==> src/rtl/reservation_station.sv <==
// reservation_station: receiving end of the dispatcher-to-RS interface for one
// functional unit. Accepts dispatched instructions into the lowest free entry,
// wakes waiting operands from the CDB, and issues one fully-ready entry per
// cycle through a valid/ready handshake.
// Optional macro RS_AGE_SELECT_EN: when defined, each entry keeps a saturating
// age and the oldest ready entry issues first; otherwise the lowest-index
// ready entry issues and no ages are stored.
module reservation_station #(
    parameter int RS_SIZE     = 4,
    parameter int ROB_TAG_LEN = 3,
    parameter int XLEN        = 32,
    parameter int FUNC_LEN    = 4,
    localparam int INST_W     = FUNC_LEN + 3 * ROB_TAG_LEN + 2 + 4 * XLEN
) (
    input  logic                   clk,
    input  logic                   reset_n,
    input  logic                   load,
    input  logic [INST_W-1:0]      inst_rs,
    output logic                   is_full,
    input  logic                   flush,
    input  logic                   cdb_valid,
    input  logic [ROB_TAG_LEN-1:0] cdb_tag,
    input  logic [XLEN-1:0]        cdb_value,
    output logic                   issue_valid,
    input  logic                   issue_ready,
    output logic [FUNC_LEN-1:0]    issue_func,
    output logic [ROB_TAG_LEN-1:0] issue_tag_dest,
    output logic [XLEN-1:0]        issue_value_src1,
    output logic [XLEN-1:0]        issue_value_src2,
    output logic [XLEN-1:0]        issue_imm,
    output logic [XLEN-1:0]        issue_pc
);
    localparam int IDX_W = $clog2(RS_SIZE);

    typedef struct packed {
        logic [FUNC_LEN-1:0]    func;
        logic [ROB_TAG_LEN-1:0] tag_dest;
        logic [ROB_TAG_LEN-1:0] tag_src1;
        logic [ROB_TAG_LEN-1:0] tag_src2;
        logic                   ready_src1;
        logic                   ready_src2;
        logic [XLEN-1:0]        value_src1;
        logic [XLEN-1:0]        value_src2;
        logic [XLEN-1:0]        imm;
        logic [XLEN-1:0]        pc;
    } inst_rs_t;

    inst_rs_t           entry_q [RS_SIZE];
    inst_rs_t           entry_d [RS_SIZE];
    logic [RS_SIZE-1:0] valid_q;
    logic [RS_SIZE-1:0] valid_d;
`ifdef RS_AGE_SELECT_EN
    localparam logic [IDX_W-1:0] AGE_MAX = IDX_W'(RS_SIZE - 1);
    logic [IDX_W-1:0]   age_q [RS_SIZE];
    logic [IDX_W-1:0]   age_d [RS_SIZE];
    logic [IDX_W-1:0]   best_age_s;
`endif

    inst_rs_t           pkt_s;
    inst_rs_t           snoop_pkt_s;
    inst_rs_t           sel_entry_s;
    logic [RS_SIZE-1:0] cand_s;
    logic               sel_valid_s;
    logic [IDX_W-1:0]   sel_idx_s;
    logic [IDX_W-1:0]   free_idx_s;
    logic               dispatch_s;
    logic               free_s;

    assign pkt_s       = inst_rs;
    assign is_full     = &valid_q;
    assign dispatch_s  = load && !is_full;
    assign free_s      = sel_valid_s && issue_ready;
    assign sel_entry_s = entry_q[sel_idx_s];

    assign issue_valid      = sel_valid_s;
    assign issue_func       = sel_valid_s ? sel_entry_s.func       : {FUNC_LEN{1'b0}};
    assign issue_tag_dest   = sel_valid_s ? sel_entry_s.tag_dest   : {ROB_TAG_LEN{1'b0}};
    assign issue_value_src1 = sel_valid_s ? sel_entry_s.value_src1 : {XLEN{1'b0}};
    assign issue_value_src2 = sel_valid_s ? sel_entry_s.value_src2 : {XLEN{1'b0}};
    assign issue_imm        = sel_valid_s ? sel_entry_s.imm        : {XLEN{1'b0}};
    assign issue_pc         = sel_valid_s ? sel_entry_s.pc         : {XLEN{1'b0}};

    // Issue selection over registered state: oldest ready entry in age mode, else lowest index.
    always_comb begin
        cand_s      = '0;
        sel_valid_s = 1'b0;
        sel_idx_s   = '0;
`ifdef RS_AGE_SELECT_EN
        best_age_s  = '0;
`endif
        for (int i = 0; i < RS_SIZE; i++) begin
            cand_s[i] = valid_q[i] & entry_q[i].ready_src1 & entry_q[i].ready_src2;
`ifdef RS_AGE_SELECT_EN
            // Strict '>' keeps the lower index on equal ages.
            if (cand_s[i] && (!sel_valid_s || (age_q[i] > best_age_s))) begin
                sel_valid_s = 1'b1;
                sel_idx_s   = IDX_W'(i);
                best_age_s  = age_q[i];
            end else begin
                sel_valid_s = sel_valid_s;
            end
`else
            if (cand_s[i] && !sel_valid_s) begin
                sel_valid_s = 1'b1;
                sel_idx_s   = IDX_W'(i);
            end else begin
                sel_valid_s = sel_valid_s;
            end
`endif
        end
    end

    // Lowest-index free entry from the registered occupancy (a slot freed this edge is not reused).
    always_comb begin
        free_idx_s = '0;
        for (int i = RS_SIZE - 1; i >= 0; i--) begin
            if (!valid_q[i]) begin
                free_idx_s = IDX_W'(i);
            end else begin
                free_idx_s = free_idx_s;
            end
        end
    end

    // Apply same-cycle CDB snoop to the incoming packet so a concurrent broadcast is not missed.
    always_comb begin
        snoop_pkt_s = pkt_s;
        if (cdb_valid && !pkt_s.ready_src1 && (pkt_s.tag_src1 == cdb_tag)) begin
            snoop_pkt_s.ready_src1 = 1'b1;
            snoop_pkt_s.value_src1 = cdb_value;
        end else begin
            snoop_pkt_s.ready_src1 = pkt_s.ready_src1;
        end
        if (cdb_valid && !pkt_s.ready_src2 && (pkt_s.tag_src2 == cdb_tag)) begin
            snoop_pkt_s.ready_src2 = 1'b1;
            snoop_pkt_s.value_src2 = cdb_value;
        end else begin
            snoop_pkt_s.ready_src2 = pkt_s.ready_src2;
        end
    end

    // Next state: wakeup, issue-free and dispatch apply independently; flush overrides all.
    always_comb begin
        valid_d = valid_q;
        entry_d = entry_q;
`ifdef RS_AGE_SELECT_EN
        age_d   = age_q;
`endif
        for (int i = 0; i < RS_SIZE; i++) begin
            if (cdb_valid && valid_q[i] && !entry_q[i].ready_src1 && (entry_q[i].tag_src1 == cdb_tag)) begin
                entry_d[i].ready_src1 = 1'b1;
                entry_d[i].value_src1 = cdb_value;
            end else begin
                entry_d[i].ready_src1 = entry_q[i].ready_src1;
            end
            if (cdb_valid && valid_q[i] && !entry_q[i].ready_src2 && (entry_q[i].tag_src2 == cdb_tag)) begin
                entry_d[i].ready_src2 = 1'b1;
                entry_d[i].value_src2 = cdb_value;
            end else begin
                entry_d[i].ready_src2 = entry_q[i].ready_src2;
            end
        end
        if (free_s) begin
            valid_d[sel_idx_s] = 1'b0;
        end else begin
            valid_d = valid_d;
        end
        if (dispatch_s) begin
`ifdef RS_AGE_SELECT_EN
            for (int i = 0; i < RS_SIZE; i++) begin
                if (valid_q[i] && (age_q[i] != AGE_MAX)) begin
                    age_d[i] = age_q[i] + IDX_W'(1);
                end else begin
                    age_d[i] = age_d[i];
                end
            end
            age_d[free_idx_s] = '0;
`endif
            entry_d[free_idx_s] = snoop_pkt_s;
            valid_d[free_idx_s] = 1'b1;
        end else begin
            valid_d = valid_d;
        end
        if (flush) begin
            valid_d = '0;
`ifdef RS_AGE_SELECT_EN
            for (int i = 0; i < RS_SIZE; i++) begin
                age_d[i] = '0;
            end
`endif
        end else begin
            valid_d = valid_d;
        end
    end

    // Entry state registers with asynchronous active-low reset.
    always_ff @(posedge clk or negedge reset_n) begin
        if (!reset_n) begin
            valid_q <= '0;
            for (int i = 0; i < RS_SIZE; i++) begin
                entry_q[i] <= '0;
`ifdef RS_AGE_SELECT_EN
                age_q[i]   <= '0;
`endif
            end
        end else begin
            valid_q <= valid_d;
            for (int i = 0; i < RS_SIZE; i++) begin
                entry_q[i] <= entry_d[i];
`ifdef RS_AGE_SELECT_EN
                age_q[i]   <= age_d[i];
`endif
            end
        end
    end

endmodule

==> config.mk <==
export PLATFORM = sky130hd
export DESIGN_NAME = reservation_station
export DESIGN_NICKNAME = d
export VERILOG_FILES = /design/src/rtl/reservation_station.sv
export SDC_FILE = /design/constraint.sdc
export NUM_CORES = 1
export LEC_CHECK = 0
export CAP_MARGIN = 20
export CORE_MARGIN = 1.5
export CORE_UTILIZATION = 61
export CTS_CLUSTER_DIAMETER = 200
export DETAILED_ROUTE_END_ITERATION = 12
export PLACE_DENSITY = 0.93
export SYNTH_ARGS = -nofsm -noshare
export SYNTH_HDL_FRONTEND = slang
export SYNTH_SLANG_ARGS = --single-unit
==> constraint.sdc <==
create_clock -name clk -period 3.6 [get_ports clk]
set_input_delay 0.36 -clock clk [delete_from_list [all_inputs] [get_ports clk]]
set_output_delay 0.36 -clock clk [all_outputs]
set_load 0.05 [all_outputs]
; Word level (Yosys, flattened, before mapping)
; Index checks and enable logic that the tools add are counted.
[word_totals]
regBits = 576
inputBits = 184
wordCells = 169
output_inout_bits = 137
[classes]
reduce_logical = 47
bitwise_logic = 13
n_lt_le_gt_ge = 7
mux = 51
n_eq_ne = 10
[op_table]
columns = cell, n
row1 = 572-bit bitwise mux, 1
row2 = 559-bit two-way mux, 1
row3 = 32-bit two-way mux, 14
row4 = 143-bit two-way mux, 3
row5 = 143-bit binary-select mux with 2-bit select, 1
row6 = 143-bit demux with 2-bit select, 1
row7 = 1-bit logical AND, 32
row8 = 3-bit equality test, 10
row9 = 1-bit two-way mux, 17
row10 = 4-bit two-way mux, 4
row11 = 1-bit zero test, 14
row12 = 2-bit two-way mux, 6
row13 = 1-bit AND, 8
row14 = 3-bit greater-or-equal comparator (second input constant), 2
row15 = 2-bit by 3-bit less-than comparator with 1-bit output (second input constant), 2
row16 = 2-bit inverter with 3-bit output, 2
row17 = 4-bit AND, 1
row18 = 1-bit demux with 2-bit select, 2
row19 = 2-bit by 1-bit greater-or-equal comparator with 1-bit output (second input constant), 2
row20 = 4-bit inverter, 1
row21 = 4-bit bitwise OR, 1
row22 = 4-bit AND reduction, 1
row23 = 3-bit by 1-bit less-than comparator with 1-bit output (second input constant), 1
row24 = 3-bit two-way mux, 1

; Longest topological paths before layout
[depth]
word_depth = 22
depth_mapped = 8
depth_no_buf = 4

; Worst setup path before layout
; Ideal clock, no wire load.
[synth_path]
path_type = register -> output
startpoint = reg valid_q[2]
endpoint = out issue_imm[12]
slack_ps = 662
path_buffers = 4
stages_incl_launch_ff = 9
t_arrival_ps = 2578
required_time_ps = 3240
path_cell_list = dfrtp_1 > clkbuf_1 > nand3_1 > nor2b_1 > buf_2 > buf_2 > buf_2 > mux2i_1 > o21ai_0
[synth_via]
elab_chain_cells = 12
elab_cells_between_ends = 14
classes_between = mux (8) / bitwise (3) / reduce/logical (3)
[synth_rtl]
columns = item, line_no
row1 = start: declaration, 50  ; logic [RS_SIZE-1:0] valid_q;
row2 = start signal: assignment, 207  ; valid_q <= valid_d;
row3 = 1-bit AND * (2 in a row), 92  ; cand_s[i] = valid_q[i] & entry_q[i].ready_src1 & entry_q[i].ready_src2;
row4 = 1-bit logical AND *, 103  ; if (cand_s[i] && !sel_valid_s) begin
row5 = 1-bit two-way mux, 103
row6 = 1-bit zero test, 103
row7 = 1-bit logical AND, 103
row8 = 2-bit two-way mux, 103
row9 = 2-bit inverter with 3-bit output (implied by the code), 73  ; assign sel_entry_s = entry_q[sel_idx_s];
row10 = 143-bit binary-select mux with 2-bit select, 73
row11 = 143-bit two-way mux (implied by the code) (2 in a row), 73
row12 = 32-bit two-way mux *, 80  ; assign issue_imm = sel_valid_s ? sel_entry_s.imm : {XLEN{1'b0}};
row13 = end: declaration, 30  ; output logic [XLEN-1:0] issue_imm,
; Mark *: on every way between the ends. The rest lies on a longest branch, timed or not. The select of a mux whose other input is x is not followed.

; Worst setup path in the final report
[layout_path]
startpoint = reg valid_q[0]
endpoint = out issue_value_src2[6]
[layout_via]
elab_chain_cells = 17
elab_cells_between_ends = 20
classes_between = mux (11) / bitwise (3) / reduce/logical (6)
[layout_rtl]
columns = item, line_no
row1 = 1-bit AND * (2 in a row), 92
row2 = 1-bit two-way mux *, 103
row3 = 1-bit zero test, 103
row4 = 1-bit logical AND, 103
row5 = 1-bit two-way mux, 103
row6 = 1-bit zero test, 103
row7 = 1-bit logical AND, 103
row8 = 1-bit two-way mux, 103
row9 = 1-bit zero test, 103
row10 = 1-bit logical AND, 103
row11 = 2-bit two-way mux, 103
row12 = 2-bit inverter with 3-bit output (implied by the code), 73
row13 = 143-bit binary-select mux with 2-bit select, 73
row14 = 143-bit two-way mux (implied by the code) (2 in a row), 73
row15 = 32-bit two-way mux *, 79  ; assign issue_value_src2 = sel_valid_s ? sel_entry_s.value_src2 : {XLEN{1'b0}};
row16 = end: declaration, 29  ; output logic [XLEN-1:0] issue_value_src2,
; Marks and branches as above.

==> results.md <==
| Item | Reported | Unit |
|---|---|---|
| Critical path origin | valid_q[0]$_DFF_PN0_ | - |
| Flops & latches, synth | 576 | - |
| Setup TNS | 0 | ns |
| Sequential group share of total power | 43.9 | % |
| Reg-to-reg critical path endpoint | entry_q[372]$_DFF_PN0_ | - |
| Die Span X | 215 | microns |
| Top cells by area, synth | sky130_fd_sc_hd__dfrtp_1 (52%), sky130_fd_sc_hd__nand2_1 (10%), sky130_fd_sc_hd__o221a_2 (10%), sky130_fd_sc_hd__mux2i_1 (4.9%), sky130_fd_sc_hd__or3_1 (4.4%) | - |
| TritonCTS clock tree | built | - |
| Number of rows in the core area | 77 | - |
| Largest net degree at the start of global routing | 138 | - |
| Clock Pin Slew Worst Setup and Hold Paths | 0.07 | ns |
| Die footprint | 0.0463 | sq mm |
| R2r startpoint | valid_q[0]$_DFF_PN0_ | - |
| Starting DRC count in detailed routing | 3473 | - |
| Synthesized area divided by synthesized cell count | 10.2 | sq um |
| Proportion of power drawn by the clock network | 33.5 | % |
| Average routed wire per standard cell | 25.9 | microns |
| Startpoint types | flip-flop | - |
| Remaining design rule violation count | 0 | - |
| Area growth syn-to-layout | 22.4 | % |
| Final hold viol count | 0 | - |
| Static leakage | 14.7 | nW |
| Synthesized Nets | 2887 | - |
| Cell internal pwr | 13.6 | mW |
| DRT met1 WL | 31.8 | mm |
| Combinational power share | 22.5 | % |
| Least-Margin Pin Slew | 0.937 | ns |
| Number of antenna violations at the first check in global routing | 9 | - |
| Min cycle time layout | 3.54 | ns |
| Post-Place Setup Slack | 0.448 | ns |
| Net count, final | 3079 | - |
| Die Span Y | 215 | microns |
| Number of detailed-route iterations in the first pass | 7 | - |
| Largest vdd supply drop | 527 | uV |
| Yosys warnings | 0 | - |
| IO Pins | 321 | - |
| Cell total after placement | 3420 | - |
| Worst EP required | 3.24 | ns |
| Worst reg2reg setup slack | 1.03 | ns |
| Multi-input combinational cell area | 0.0121 | sq mm |
| Largest area contributor in the netlist | sky130_fd_sc_hd__dfrtp_1 | - |
| Critical path capture point type | primary output | - |
| Pwr Density | 578 | mW/mm^2 |
| End point of the critical path | issue_value_src2[6] | - |
| Unrepaired setup endpoints after global routing | no | - |
| Switching share of power | 30.0 | % |
| Highest metal layer with signal wires | met5 | - |
| Depth of the CTS H-tree | 2 | - |
| Reported max-cap violation count | 0 | - |
| Number of distinct library cells after synthesis | 41 | - |
| Relative slew slack | 37.5 | % |
| Cts bufs inserted | 58 | - |
| TritonCTS Sinks | 576 | - |
| CP Max Fanout | 48 | - |
| Number of cells traversed by the worst register-to-register path | 5 | - |
| Critical-path top delay cell | sky130_fd_sc_hd__dfrtp_1 | - |
| Total length of routed met3 wires | 11.5 | mm |
| Final HPWL DP | 52.7 | mm |
| GP Congestion | 0.893 | - |
| Count of final max-slew check failures | 0 | - |
| Met2 Wirelength | 43.6 | mm |
| CTS Root Buffer Type | sky130_fd_sc_hd__clkbuf_16 | - |
| Proportion of synthesized flip-flops having asynchronous set or reset | 100 | % |
| Worst min path class | in -> reg | - |
| CP peak stage delay | 0.51 | ns |
| Number of flops mapped to enable cells by yosys | 0 | - |
| Post-route insts no fill | 3540 | - |
| Sequence of cells on the critical path | and3_4 -> nor2b_1 -> nand2_8 -> buf_4 -> o21ai_0 -> buf_12 | - |
| Post-Route Skew | 0.0141 | ns |
| Mapped Area | 0.0275 | sq mm |
| Share of final-layout standard cells stronger than drive strength 1 | 22.6 | % |
| Overall via count from detail_route | 24402 | - |
| Overflow left after global routing | 0 | - |
| Via count of the first global-routing pass | 25587 | - |
| Top-area cell type share of the netlist area | 52.5 | % |
| Kind of critical path | reg -> out | - |
| Count of final setup violators | 0 | - |
| Starting density of the core | 62.0 | % |
| Share of synthesized area occupied by flip-flops and latches | 52.5 | % |
| Wire length of the first global-routing pass | 142 | mm |
| Via-to-Cell Ratio | 6.89 | - |
| Sw power | 5.82 | mW |
| Maximum achievable frequency | 282 | MHz |
| Total routing resource utilization after global routing | 39.3 | % |
| Placeable core region | 0.0443 | sq mm |
| Count of mapped cells out of synthesis | 2703 | - |
| Count of port buffers added during placement | 320 | - |
| Synth Flop Type | sky130_fd_sc_hd__dfrtp_1 | - |
| Combined flip-flop and latch cell area | 0.0144 | sq mm |
| Period Utilization, post-route | 98.4 | % |
| Aggregate routed wire length | 91.8 | mm |
| Fill cell count | 2577 | - |
| Clock Tree Buf Depth | 3 | - |
| Outcome | finished clean | - |
| Source-to-sink clock delay at the later pin of the worst-skew pair | 0.65 | ns |
| Arrival time reported for the critical path endpoint | 3.18 | ns |
| Post-route setup slack | 0.0585 | ns |
| Post-route antenna net violation count | 0 | - |
[cell families after synthesis]
kind of cell | count (synthesis) | synth area share [%]
xor gates and xnor gates | 30 | 0.957
muxes | 212 | 8.08
DFF | 576 | 52.5
and+or+nand+nor | 1069 | 17.1
buffers and inverters | 263 | 4.18
AOI/OAI and AO/OA | 553 | 17.2
[how the worst min path moves through the flow]
stage,to,start,depth (start not counted)
after floorplan,entry_q[0]$_DFFE_PN0P_,reset_n,0
after global placement,entry_q[205]$_DFFE_PN0P_,entry_q[205]$_DFFE_PN0P_,2
after detailed placement,entry_q[194]$_DFFE_PN0P_,entry_q[194]$_DFFE_PN0P_,2
after CTS,entry_q[7]$_DFFE_PN0P_,inst_rs[7],3
after global routing,entry_q[306]$_DFFE_PN0P_,inst_rs[20],3
final,entry_q[56]$_DFFE_PN0P_,inst_rs[56],3
[sequential cells by signal, summed over array words and instances (netlist names)]
signal / count
entry_q: 572
valid_q: 4
[final cells by class]
| cell class | instances | area share (%) |
|---|---|---|
| diodes | 4 | 0.0298 |
| clock buffers | 85 | 5.12 |
| clock inverters | 24 | 0.971 |
| multi-input cells | 1864 | 35.9 |
| flip-flops and latches | 576 | 42.9 |
| well taps | 592 | 2.20 |
| repair buffers | 395 | 12.9 |
[layer usage]
| layer | track usage, % | up-vias |
|---|---|---|
| li1 | - | 10019 |
| met1 | 47.3 | 12071 |
| met2 | 63.4 | 1872 |
| met3 | 11.7 | 428 |
| met4 | 22.1 | 12 |
| met5 | 0 | - |
[stage by stage]
step	util, %	hold slack [ns]	total power, mW	instance area (sq um)
final	75.9	0.330	19.4	33600
after global routing	75.9	0.329	20.1	33600
after CTS	75.6	0.313	19.3	33500
after detailed placement	71.0	0.462	12.8	31500
after global placement	70.9	0.456	12.5	31400
after floorplan	-	0.0644	11.2	27500
[placed cells by master, fill, tap and decap left out, types with 3 or more instances in the layout]
| master | netlist | final |
|---|---|---|
| sky130_fd_sc_hd__nor4_1 | 3 | 3 |
| sky130_fd_sc_hd__buf_12 | 0 | 69 |
| sky130_fd_sc_hd__inv_6 | 0 | 3 |
| sky130_fd_sc_hd__a21oi_1 | 10 | 5 |
| sky130_fd_sc_hd__nand2_1 | 759 | 758 |
| sky130_fd_sc_hd__a21oi_4 | 0 | 6 |
| sky130_fd_sc_hd__diode_2 | 0 | 4 |
| sky130_fd_sc_hd__or3_1 | 194 | 194 |
| sky130_fd_sc_hd__a22oi_1 | 137 | 137 |
| sky130_fd_sc_hd__xnor2_1 | 6 | 6 |
| sky130_fd_sc_hd__clkbuf_8 | 0 | 17 |
| sky130_fd_sc_hd__clkinv_2 | 0 | 10 |
| sky130_fd_sc_hd__nand3b_1 | 8 | 8 |
| sky130_fd_sc_hd__nor4_4 | 2 | 4 |
| sky130_fd_sc_hd__clkbuf_16 | 0 | 58 |
| sky130_fd_sc_hd__mux2i_1 | 135 | 135 |
| sky130_fd_sc_hd__nand3_1 | 6 | 6 |
| sky130_fd_sc_hd__clkbuf_1 | 142 | 10 |
| sky130_fd_sc_hd__o21ai_0 | 145 | 144 |
| sky130_fd_sc_hd__o221a_1 | 7 | 7 |
| sky130_fd_sc_hd__or2_2 | 5 | 4 |
| sky130_fd_sc_hd__dfrtp_1 | 576 | 576 |
| sky130_fd_sc_hd__buf_4 | 13 | 138 |
| sky130_fd_sc_hd__mux2_2 | 77 | 77 |
| sky130_fd_sc_hd__bufinv_16 | 0 | 7 |
| sky130_fd_sc_hd__xor2_1 | 24 | 24 |
| sky130_fd_sc_hd__nand2b_1 | 3 | 3 |
| sky130_fd_sc_hd__nor2_1 | 68 | 67 |
| sky130_fd_sc_hd__clkdlybuf4s50_1 | 0 | 184 |
| sky130_fd_sc_hd__o221a_2 | 249 | 249 |
[power groups by stage]
| stage | Sequential, mW | Clock, mW | Combinational (mW) |
|---|---|---|---|
| 3_5_place_dp | 8.58 | 0 | 4.26 |
| 4_1_cts | 8.50 | 6.50 | 4.33 |
| 6_report | 8.53 | 6.51 | 4.37 |
| 3_3_place_gp | 8.47 | 0 | 4.06 |
| 5_1_grt | 8.65 | 6.79 | 4.67 |
| 2_1_floorplan | 8.35 | 0 | 2.83 |
[repair_timing]
action                                  CTS  global route
buffers inserted                          0             4
hold buffers                              1             0
endpoints found under the hold margin    97             0
endpoints found under the setup margin    0             4
resized for setup                         0             2
[synthesized netlist by cell type, drive strengths merged, types with 2 or more instances]
cell type and instances:
a21boi 2, a21oi 11, a22oi 137, and3b 3, buf 121, clkbuf 142, dfrtp 576, mux2 77
mux2i 135, nand2 759, nand2b 5, nand3 6, nand3b 8, nand4 2, nor2 69, nor2b 3
nor3 2, nor4 8, o21ai 145, o221a 256, or2 5, or3 194, xnor2 6, xor2 24
[worst max-delay path: cells and delay by family (launching register included)]
family | cells | cell delay, ns
buffers and inverters | 2 | 0.55
AND/OR/NAND/NOR | 3 | 0.94
flip-flops | 1 | 0.51
AO/OA/AOI/OAI | 1 | 0.51
Power figures use the tool's default switching activity.
